### config.mk
export PLATFORM = sky130hd
export DESIGN_NAME = vc_input_port
export DESIGN_NICKNAME = d
export VERILOG_FILES = /design/src/rtl/vc_input_port.sv
export SDC_FILE = /design/constraint.sdc
export NUM_CORES = 1
export LEC_CHECK = 0
export BUFFER_PORTS_ARGS = -buffer_cell sky130_fd_sc_hd__buf_2
export CELL_PAD_IN_SITES_DETAIL_PLACEMENT = 0
export CELL_PAD_IN_SITES_GLOBAL_PLACEMENT = 1
export CORE_MARGIN = 4
export CORE_UTILIZATION = 52
export CTS_BUF_LIST = sky130_fd_sc_hd__clkbuf_8
export DETAILED_ROUTE_END_ITERATION = 10
export PLACE_DENSITY = 0.76
export SKIP_CTS_REPAIR_TIMING = 1
export SLEW_MARGIN = 20
export SYNTH_ARGS = -nofsm -noshare
export SYNTH_HDL_FRONTEND = slang
export SYNTH_SLANG_ARGS = --single-unit
### constraint.sdc
create_clock -name clk -period 4.89 [get_ports clk]
set_clock_uncertainty 0.2 [all_clocks]
set_input_delay 0.7335 -clock clk [delete_from_list [all_inputs] [get_ports clk]]
set_output_delay 0.7335 -clock clk [all_outputs]
set_load 0.03 [all_outputs]
### src/rtl/vc_input_port.sv
// vc_input_port -- router input port with VC_NUM virtual channels.
//
// Each VC has its own flit FIFO and a small packet FSM (IDLE/REQ/ACTIVE).
// Head flits raise a round-robin route request toward the switch allocator.
// Granted VCs are then forwarded wormhole-style onto one shared output, with
// round-robin interleaving between VCs at flit granularity.
//
// Ports:
//   clk, rst                 clock, asynchronous active-low reset
//   data_in/vc_in/valid_in   upstream flit, its VC tag and valid
//   ready_in[VC_NUM]         per-VC "FIFO not full"
//   data_out/vc_out          selected flit and its VC (valid_out qualifies)
//   valid_out/ready_out      output handshake
//   route_req_valid/vc/dest  registered route request, held until route_grant
//   route_grant              single-cycle grant for route_req_vc
//   route_release/_vc        pulse on the handshake of a packet's last flit
//   flit_count, drop_count   only when VC_INPUT_PORT_STATS_EN is defined:
//                            output handshakes (wrapping) and malformed-flit
//                            discards (saturating)
//
// Flit type in flit[DATA_WIDTH-1 -: TYPE_WIDTH]:
//   00 HEAD_TAIL, 01 HEAD, 10 BODY, 11 TAIL.
// Destination of a head flit is in flit[DEST_WIDTH-1:0].
module vc_input_port #(
  parameter int DATA_WIDTH = 32,
  parameter int TYPE_WIDTH = 2,
  parameter int DEST_WIDTH = 4,
  parameter int VC_NUM     = 4,
  parameter int VC_WIDTH   = 2,
  parameter int FIFO_DEPTH = 8
) (
  input  logic                  clk,
  input  logic                  rst,
  input  logic [DATA_WIDTH-1:0] data_in,
  input  logic [VC_WIDTH-1:0]   vc_in,
  input  logic                  valid_in,
  output logic [VC_NUM-1:0]     ready_in,
  output logic [DATA_WIDTH-1:0] data_out,
  output logic [VC_WIDTH-1:0]   vc_out,
  output logic                  valid_out,
  input  logic                  ready_out,
  output logic                  route_req_valid,
  output logic [VC_WIDTH-1:0]   route_req_vc,
  output logic [DEST_WIDTH-1:0] route_req_dest,
  input  logic                  route_grant,
  output logic                  route_release,
  output logic [VC_WIDTH-1:0]   route_release_vc
`ifdef VC_INPUT_PORT_STATS_EN
  ,
  output logic [31:0]           flit_count,
  output logic [15:0]           drop_count
`endif
);

  localparam int AW = $clog2(FIFO_DEPTH);
  localparam int PW = AW + 1;

  localparam logic [TYPE_WIDTH-1:0] T_HT   = TYPE_WIDTH'(0);
  localparam logic [TYPE_WIDTH-1:0] T_HEAD = TYPE_WIDTH'(1);
  localparam logic [TYPE_WIDTH-1:0] T_TAIL = TYPE_WIDTH'(3);

  localparam logic [1:0] ST_IDLE = 2'd0;
  localparam logic [1:0] ST_REQ  = 2'd1;
  localparam logic [1:0] ST_ACT  = 2'd2;

  localparam logic [VC_WIDTH-1:0] VC_LAST  = VC_WIDTH'(VC_NUM - 1);
  localparam logic [VC_WIDTH:0]   VC_NUM_W = (VC_WIDTH + 1)'(VC_NUM);

  // Next VC index with wrap at VC_NUM (VC_NUM need not be a power of 2).
  function automatic logic [VC_WIDTH-1:0] nxt(input logic [VC_WIDTH-1:0] x);
    return (x == VC_LAST) ? '0 : x + VC_WIDTH'(1);
  endfunction

  // Round-robin pick: first set bit of cand at or after base.
  // Returns {found, index}.
  function automatic logic [VC_WIDTH:0] rr_pick(input logic [VC_NUM-1:0]   cand,
                                                input logic [VC_WIDTH-1:0] base);
    logic [2*VC_NUM-1:0] dbl;
    logic [VC_WIDTH:0]   sum;
    logic [VC_WIDTH:0]   r;
    dbl = {cand, cand} >> base;
    r   = '0;
    sum = '0;
    // Scan far-to-near so the nearest candidate is the one that sticks.
    for (int i = VC_NUM - 1; i >= 0; i--) begin
      if (dbl[i]) begin
        sum = {1'b0, base} + (VC_WIDTH + 1)'(i);
        if (sum >= VC_NUM_W) sum = sum - VC_NUM_W;
        r = {1'b1, sum[VC_WIDTH-1:0]};
      end
    end
    return r;
  endfunction

  // ---------------------------------------------------------------------------
  // Per-VC view shared between the VC slices and the arbiters
  // ---------------------------------------------------------------------------
  logic [VC_NUM-1:0][DATA_WIDTH-1:0] front;
  logic [VC_NUM-1:0] empty, full, push, pop, discard;
  logic [VC_NUM-1:0] is_req, eligible, grant_vc, hs_vc, tail_front;

  // Request arbiter state
  logic                  req_valid_q, req_valid_d;
  logic [VC_WIDTH-1:0]   req_vc_q, req_vc_d;
  logic [DEST_WIDTH-1:0] req_dest_q, req_dest_d;
  logic [VC_WIDTH-1:0]   rr_req_q, rr_req_d;
  logic [VC_WIDTH-1:0]   req_base;
  logic [VC_WIDTH:0]     req_pick;
  logic                  grant_acc;

  // Output arbiter state
  logic                  lock_q;
  logic [VC_WIDTH-1:0]   lock_vc_q;
  logic [VC_WIDTH-1:0]   out_rr_q;
  logic [VC_WIDTH:0]     out_pick;
  logic [VC_WIDTH-1:0]   sel;
  logic                  hs;

  assign grant_acc = route_grant && req_valid_q;
  assign ready_in  = ~full;

  // ---------------------------------------------------------------------------
  // VC slices: FIFO + packet FSM
  // ---------------------------------------------------------------------------
  for (genvar v = 0; v < VC_NUM; v++) begin : g_vc
    logic [DATA_WIDTH-1:0] mem_q [FIFO_DEPTH];
    logic [PW-1:0]         wr_q, rd_q;
    logic [1:0]            st_q, st_d;
    logic [TYPE_WIDTH-1:0] ty;
    logic                  is_head;

    assign empty[v]      = (wr_q == rd_q);
    assign full[v]       = (wr_q[AW-1:0] == rd_q[AW-1:0]) && (wr_q[AW] != rd_q[AW]);
    assign front[v]      = mem_q[rd_q[AW-1:0]];
    assign ty            = front[v][DATA_WIDTH-1 -: TYPE_WIDTH];
    assign is_head       = (ty == T_HT) || (ty == T_HEAD);
    assign tail_front[v] = (ty == T_HT) || (ty == T_TAIL);

    assign push[v]     = valid_in && (vc_in == VC_WIDTH'(v)) && !full[v];
    // A BODY/TAIL reaching the front of an idle VC has no head: drop it.
    assign discard[v]  = (st_q == ST_IDLE) && !empty[v] && !is_head;
    assign grant_vc[v] = grant_acc && (req_vc_q == VC_WIDTH'(v));
    assign hs_vc[v]    = hs && (sel == VC_WIDTH'(v));
    assign pop[v]      = discard[v] || hs_vc[v];
    assign eligible[v] = (st_q == ST_ACT) && !empty[v];
    // Entering REQ already makes the VC a request candidate, so the
    // registered request appears the cycle after the head becomes visible.
    assign is_req[v]   = (st_d == ST_REQ);

    always_comb begin
      st_d = st_q;
      case (st_q)
        ST_IDLE: if (!empty[v] && is_head)      st_d = ST_REQ;
        ST_REQ:  if (grant_vc[v])               st_d = ST_ACT;
        ST_ACT:  if (hs_vc[v] && tail_front[v]) st_d = ST_IDLE;
        default:                                st_d = ST_IDLE;
      endcase
    end

    always_ff @(posedge clk or negedge rst) begin
      if (!rst) begin
        wr_q <= '0;
        rd_q <= '0;
        st_q <= ST_IDLE;
      end else begin
        if (push[v]) wr_q <= wr_q + PW'(1);
        if (pop[v])  rd_q <= rd_q + PW'(1);
        st_q <= st_d;
      end
    end

    // Storage is not reset: pointers alone define what is valid.
    always_ff @(posedge clk) begin
      if (push[v]) mem_q[wr_q[AW-1:0]] <= data_in;
    end
  end

  // ---------------------------------------------------------------------------
  // Route request arbitration (one outstanding request)
  // ---------------------------------------------------------------------------
  always_comb begin
    // On a grant the next request may be chosen in the same cycle, searching
    // from the VC after the one just granted (it has left REQ via st_d).
    req_base    = grant_acc ? nxt(req_vc_q) : rr_req_q;
    req_pick    = rr_pick(is_req, req_base);
    req_valid_d = req_valid_q;
    req_vc_d    = req_vc_q;
    req_dest_d  = req_dest_q;
    rr_req_d    = rr_req_q;
    if (grant_acc) begin
      rr_req_d    = nxt(req_vc_q);
      req_valid_d = 1'b0;
    end
    if ((!req_valid_q || grant_acc) && req_pick[VC_WIDTH]) begin
      req_valid_d = 1'b1;
      req_vc_d    = req_pick[VC_WIDTH-1:0];
      req_dest_d  = front[req_pick[VC_WIDTH-1:0]][DEST_WIDTH-1:0];
    end
  end

  assign route_req_valid = req_valid_q;
  assign route_req_vc    = req_vc_q;
  assign route_req_dest  = req_dest_q;

  // ---------------------------------------------------------------------------
  // Output arbitration
  // ---------------------------------------------------------------------------
  // While stalled, the offered VC stays locked so data_out is stable even if
  // another VC with better round-robin priority becomes eligible.
  assign out_pick  = rr_pick(eligible, out_rr_q);
  assign sel       = lock_q ? lock_vc_q : out_pick[VC_WIDTH-1:0];
  assign valid_out = lock_q || out_pick[VC_WIDTH];
  assign hs        = valid_out && ready_out;

  assign data_out         = valid_out ? front[sel] : '0;
  assign vc_out           = valid_out ? sel : '0;
  assign route_release    = hs && tail_front[sel];
  assign route_release_vc = route_release ? sel : '0;

  always_ff @(posedge clk or negedge rst) begin
    if (!rst) begin
      req_valid_q <= 1'b0;
      req_vc_q    <= '0;
      req_dest_q  <= '0;
      rr_req_q    <= '0;
      lock_q      <= 1'b0;
      lock_vc_q   <= '0;
      out_rr_q    <= '0;
    end else begin
      req_valid_q <= req_valid_d;
      req_vc_q    <= req_vc_d;
      req_dest_q  <= req_dest_d;
      rr_req_q    <= rr_req_d;
      if (hs) begin
        out_rr_q <= nxt(sel);
        lock_q   <= 1'b0;
      end else if (valid_out) begin
        lock_q    <= 1'b1;
        lock_vc_q <= sel;
      end
    end
  end

`ifdef VC_INPUT_PORT_STATS_EN
  // ---------------------------------------------------------------------------
  // Statistics
  // ---------------------------------------------------------------------------
  logic [31:0] flit_cnt_q;
  logic [15:0] drop_cnt_q;
  logic [3:0]  ndrop;
  logic [16:0] drop_sum;

  // Several idle VCs may discard in the same cycle.
  always_comb begin
    ndrop = '0;
    for (int i = 0; i < VC_NUM; i++) ndrop = ndrop + 4'(discard[i]);
    drop_sum = {1'b0, drop_cnt_q} + 17'(ndrop);
  end

  always_ff @(posedge clk or negedge rst) begin
    if (!rst) begin
      flit_cnt_q <= '0;
      drop_cnt_q <= '0;
    end else begin
      flit_cnt_q <= flit_cnt_q + 32'(hs);
      drop_cnt_q <= drop_sum[16] ? 16'hFFFF : drop_sum[15:0];
    end
  end

  assign flit_count = flit_cnt_q;
  assign drop_count = drop_cnt_q;
`endif

endmodule

**Word-level counts from Yosys, hierarchy flattened**

Memories as Yosys holds them, arrays and structs flattened.
Index checks and enable logic that the tools add are counted.

- $add $sub $neg: 24
- Multiply operators: 0
- Div/mod/pow operators: 0
- Magnitude comparators: 10
- Equal/unequal tests: 41
- Shifts and indexed selects: 2
- Multiplexer cells: 57
- Bitwise gates (word level): 2
- Reduce and logical (&&, ||, !) cells: 85

Operators with widths:

| kind | count |
|---|---|
| $bmux W32 S2 | 2 |
| $mux W32 | 2 |
| $mux W2 | 26 |
| $logic_and A1 B1 Y1 | 44 |
| $add A4 B1 Y4 const B | 8 |
| $eq A2 B1 Y1 const B | 15 |
| $eq A2 B2 Y1 const B | 14 |
| $mux W3 | 8 |
| $pmux W2 S3 | 4 |
| $logic_not A2 Y1 | 11 |
| $ge A3 B3 Y1 const B | 6 |
| $eq A4 B4 Y1 | 4 |
| $shr A8 B2 Y4 | 2 |
| $sub A2 B1 Y2 const B | 8 |
| $logic_or A1 B1 Y1 | 14 |
| $logic_not A1 Y1 | 13 |
| $mux W1 | 13 |
| $add A2 B2 Y3 const B | 4 |
| $eq A3 B3 Y1 | 4 |
| $add A2 B1 Y3 const B | 2 |
| $ge A2 B3 Y1 const B | 2 |
| $lt A2 B3 Y1 const B | 2 |
| $add A2 B1 Y2 const B | 2 |
| $mux W4 | 1 |
| other kinds (6) | 10 |

- Flip-flop bits (word level): 54
- Bits in latches: 0
- Memory bits (writable): 1,024
- ROM bits: 0
- Input port bits: 39
- Output and inout port bits: 49
- Word-level logic and storage cells: 244
- Memories kept: 4

Memories:

| name | words | width | read ports | clocked after memory_dff | write ports | line | source |
|---|---|---|---|---|---|---|---|
| g_vc[0].mem_q | 8 | 32 | 1 | 0 | 1 | 126 | `logic [DATA_WIDTH-1:0] mem_q [FIFO_DEPTH];` |
| g_vc[1].mem_q | 8 | 32 | 1 | 0 | 1 | 126 |  |
| g_vc[2].mem_q | 8 | 32 | 1 | 0 | 1 | 126 |  |
| g_vc[3].mem_q | 8 | 32 | 1 | 0 | 1 | 126 |  |

**Longest topological paths before layout**

- Depth after elaboration: 22
- Gate-level depth with buffers: 15
- Depth with buffers taken out: 11

**Worst setup path before layout**

OpenSTA, ideal clock, no wires.

- Path kind: reg-to-reg
- Start point: register g_vc[3].wr_q[1]
- End point: memory g_vc[3].mem_q[4][0] (enable)
- Arrival: 3.904 ns
- Data required time: 4.222 ns
- Setup slack: 0.318 ns
- Cell stages (with the launch flop): 9
- Buffers on the path: 2
- Clock period less this slack: 4.572 ns
- Cells stage by stage: dfrtp_1 > clkbuf_1 > xnor2_1 > nand3_1 > or2_2 > and4_1 > clkbuf_1 > nand2b_1 > nor3b_1

- Cells in the longest elaborated chain, start to end: 6

RTL lines:

| what | line | source |
|---|---|---|
| start: declaration | 127 | `logic [PW-1:0] wr_q, rd_q;` |
| start signal: assignment | 166 | `if (push[v]) wr_q <= wr_q + PW'(1);` |
| $eq A3 B3 Y1 | 133 | `assign full[v] = (wr_q[AW-1:0] == rd_q[AW-1:0]) && (wr_q[AW] != rd_q[AW]);` |
| $logic_and A1 B1 Y1 | 133 |  |
| $logic_not A1 Y1 | 139 | `assign push[v] = valid_in && (vc_in == VC_WIDTH'(v)) && !full[v];` |
| $logic_and A1 B1 Y1 | 139 |  |
| $mux W1 | 174 | `if (push[v]) mem_q[wr_q[AW-1:0]] <= data_in;` |
| $mux W1 (implied by the code) | 174 |  |
| end: declaration | 126 |  |

Parallel ways exist; a longest one is shown, timed or not.

**Final worst setup path**

- Start point: register g_vc[1].wr_q[0]
- End point: output port data_out[9]

- Cells in the longest elaborated chain, start to end: 12
- Elaborated cells between the ends (all ways): 13
- Classes of those cells: 1 x eq/ne; 1 x shift; 8 x mux; 3 x reduce/logical

RTL lines:

| what | line | source |
|---|---|---|
| start: declaration | 127 |  |
| start signal: assignment | 166 |  |
| $eq A4 B4 Y1 (*) | 132 | `assign empty[v] = (wr_q == rd_q);` |
| $logic_not A1 Y1 (*) | 145 | `assign eligible[v] = (st_q == ST_ACT) && !empty[v];` |
| $logic_and A1 B1 Y1 (*) | 145 |  |
| $shr A8 B2 Y4 (*) | 81 | `dbl = {cand, cand} >> base;` |
| $mux W3 (3 in series) | 86 | `if (dbl[i]) begin` |
| $mux W3 (*) | 86 |  |
| $mux W2 | 211 | `assign sel = lock_q ? lock_vc_q : out_pick[VC_WIDTH-1:0];` |
| $bmux W32 S2 | 215 | `assign data_out = valid_out ? front[sel] : '0;` |
| $mux W32 (implied by the code) | 215 |  |
| $mux W32 (*) | 215 |  |
| end: declaration | 38 | `output logic [DATA_WIDTH-1:0] data_out,` |

Mark *: on every way between the ends. The rest lies on a longest branch, timed or not. The select of a mux whose other input is x is not followed.

==> results.md <==
* Status: complete, no violations
* CTS root buf: clkbuf_8
* Total GRT Usage at 0.2376
* Final slew viol count at 0
* Fin Setup TNS at 0 ps
* Commonest non-fill, non-tap cell in the layout: edfxtp_1
* H-tree lvl count at 4
* Core footprint at 81070 um^2
* Largest net degree at the start of global routing at 68
* Max_cap viols at 0
* Initial antenna violation count at 2
* Tcrit/Tclk final at 0.9671
* I/O pin count at 88
* Max Clk Rate at 0.2114 GHz
* Final Hold Viols at 0
* Setup crit end: data_out[9]
* Area growth syn-to-layout at 12.47%
* Ys Warns at 0
* Vias at 21080
* Max-slew headroom at 0.3965
* R2r setup slk at 600 ps
* # DRC at 0
* Synthesis-stage register bit count at 1078
* Port-buffer cells at 87
* Hold Path Class: in -> reg
* Vias in the first global route at 21520
* Fillers at 5779
* Final GP Congestion at 0.8563
* DPL Wire Length at 60240 um
* Worst flop-to-flop path startpoint: g_vc[0].rd_q[0]$_DFFE_PN0P_
* CTS max path bufs at 3
* Clock period minus worst slack at 4729 ps
* Clock Pin Slew Worst Setup and Hold Paths at 60 ps
* Placed Cells at 3123
* Crit path from: g_vc[1].wr_q[0]$_DFFE_PN0P_
* Async SR Flop Fraction at 0.05009
* Cell count after synthesis at 2015
* Total wire length at 100900 um
* Synthesized Nets at 2075
* Post-Layout Cell Count at 3428
* First-pass GRT wire length at 147600 um
* Die Y at 294.8 um
* Slew @ Worst Pin at 905.2 ps
* Die ar. at 86880 um^2
* Initial DRC count at 2162
* CTS tree: built
* Startpoint types: flip-flop
* Avg Inst Size Synth at 21.22 um^2
* Setup-failing EPs final at 0
* PD cells at 579.9 nW/um^2
* Crit Path Class: reg -> out
* Die W at 294.8 um
* Vias per cell at 6.149
* Peak VDD IR at 0.6303 mV
* Critical path peak fanout at 36
* Lkg Pwr at 16.29 nW
* Synthesized area at 42760 um^2
* Reg2reg end: route_req_dest[0]$_DFFE_PN0P_
* Row count at 104
* Unique masters post-synth at 73
* Avg WL per Cell at 29.42 um
* Register area share after synthesis at 0.7508
* Reg2Reg Depth at 11
* TritonCTS buffer count at 167
* Clk_lat worst skew at 790 ps
* Post-synth EDFFs at 1024
* Nets@finish at 2296
* Grt total ovfl at 0
* Predominant post-synthesis flop cell: edfxtp_1
* Share of cells above drive strength 1 at 0.2987
* Clk sink count at 1078
* Kind of end point of the critical path: primary output
* Commonest cells after routing, fill and taps aside: edfxtp_1, mux4_2, clkbuf_8
* Starting density of the core at 0.5274
* Worst EP required at 3960 ps
* Initial DRT Pass Iterations at 5
* Detail Route Antenna Nets at 0
* WP data arrival at 3800 ps
## final cells by class
class                           instances  area (um^2)  share of cell area
Antenna cell                            1        2.502          0.00005204
Clock buffer                          169         2326             0.04837
Clock inverter                        131        733.2             0.01525
Inverter                               18        75.07            0.001561
Multi-Input combinational cell        810        10350              0.2151
Sequential cell                      1078        32130              0.6681
Tap cell                             1060         1326             0.02758
Timing Repair Buffer                  161         1154             0.02399
## state kept, by name (all words and copies together) (netlist names)
register and count:
g_vc.mem_q 1024, route_req_vc 2, g_vc.wr_q 16, lock_q 1, route_req_dest 4, lock_vc_q 2
out_rr_q 2, g_vc.rd_q 16, route_req_valid 1, g_vc.st_q 8, rr_req_q 2
## metal layers
layer	global-route usage	wire (um)	part of all wire
met5	0	0	0
met4	0.06960	2541	0.025
met3	0.05252	8002	0.079
met2	0.3688	47720	0.47
met1	0.3451	42600	0.42
## kinds of logic after synthesis
group / Yosys count / synth area share
xor gates and xnor gates: 38 / 0.007960
DFF: 1078 / 0.7508
AOI/OAI and AO/OA: 104 / 0.02007
and+or+nand+nor: 205 / 0.02367
muxes: 442 / 0.1780
buffers and inverters: 127 / 0.01337
adders and majority gates: 21 / 0.006145
## synthesized netlist by cell type (all sizes together) (5+ instances only)
cell | instances | area (um^2)
a21oi | 10 | 50.05
o22ai | 11 | 75.07
nor3 | 14 | 70.07
nand3 | 14 | 70.07
clkbuf | 41 | 155.1
and2 | 8 | 50.05
xnor2 | 18 | 157.7
mux2i | 166 | 1662
mux4 | 252 | 5675
o21ai | 15 | 75.07
nor2 | 40 | 160.2
a31oi | 6 | 37.54
nand2b | 22 | 137.6
inv | 18 | 67.56
a32o | 29 | 291.5
nor3b | 5 | 37.54
dfrtp | 54 | 1351
edfxtp | 1024 | 30750
buf | 68 | 349.1
xor2 | 20 | 182.7
ha | 21 | 262.8
nand2 | 78 | 300.3
mux2 | 24 | 274.0
## worst max-delay path, stage by stage, from the launching register on
cell and delay, ps:
dfrtp_1 500, xor2_2 260, o41ai_4 440, a21oi_1 90
o221ai_2 240, and2_4 270, buf_12 250, mux2i_1 360
a32o_1 280, buf_2 240
## report_power, final
| group | internal, mW | switching [mW] |
|---|---|---|
| combinational | 3.94 | 5.85 |
| clock | 3.47 | 3.50 |
| sequential | 10.7 | 0.399 |
| total | 18.1 | 9.75 |
## worst min-delay path by stage
| stage | start | endpoint | slack [ps] | depth (start not counted) |
|---|---|---|---|---|
| 2_1_floorplan | rst | g_vc[0].rd_q[0]$_DFFE_PN0P_ | 240 | 0 |
| 3_3_place_gp | g_vc[3].wr_q[3]$_DFFE_PN0P_ | g_vc[3].wr_q[3]$_DFFE_PN0P_ | 270 | 1 |
| 3_5_place_dp | g_vc[1].rd_q[3]$_DFFE_PN0P_ | g_vc[1].rd_q[3]$_DFFE_PN0P_ | 280 | 1 |
| 4_1_cts | rst | g_vc[2].st_q[1]$_DFF_PN0_ | -130 | 2 |
| 5_1_grt | ready_out | lock_q$_DFFE_PN0P_ | 70 | 2 |
| 6_report | route_grant | g_vc[3].st_q[1]$_DFF_PN0_ | 110 | 3 |
## per-stage QoR
| step | cell area (um^2) | setup WS (ps) | utilization | hold WS [ps] | total power [mW] |
|---|---|---|---|---|---|
| after floorplan | 42760 | 317.8 | - | 237.9 | 17.94 |
| after global placement | 44890 | 469.3 | 0.5538 | 274.3 | 20.93 |
| after detailed placement | 44890 | 418.5 | 0.5538 | 283.2 | 21.05 |
| after CTS | 47950 | -463.8 | 0.5915 | -130.2 | 27.99 |
| after global routing | 48090 | -39.26 | 0.5932 | 69.99 | 29.19 |
| final | 48090 | 160.7 | 0.5932 | 114.2 | 27.88 |
Power figures use the tool's default switching activity.
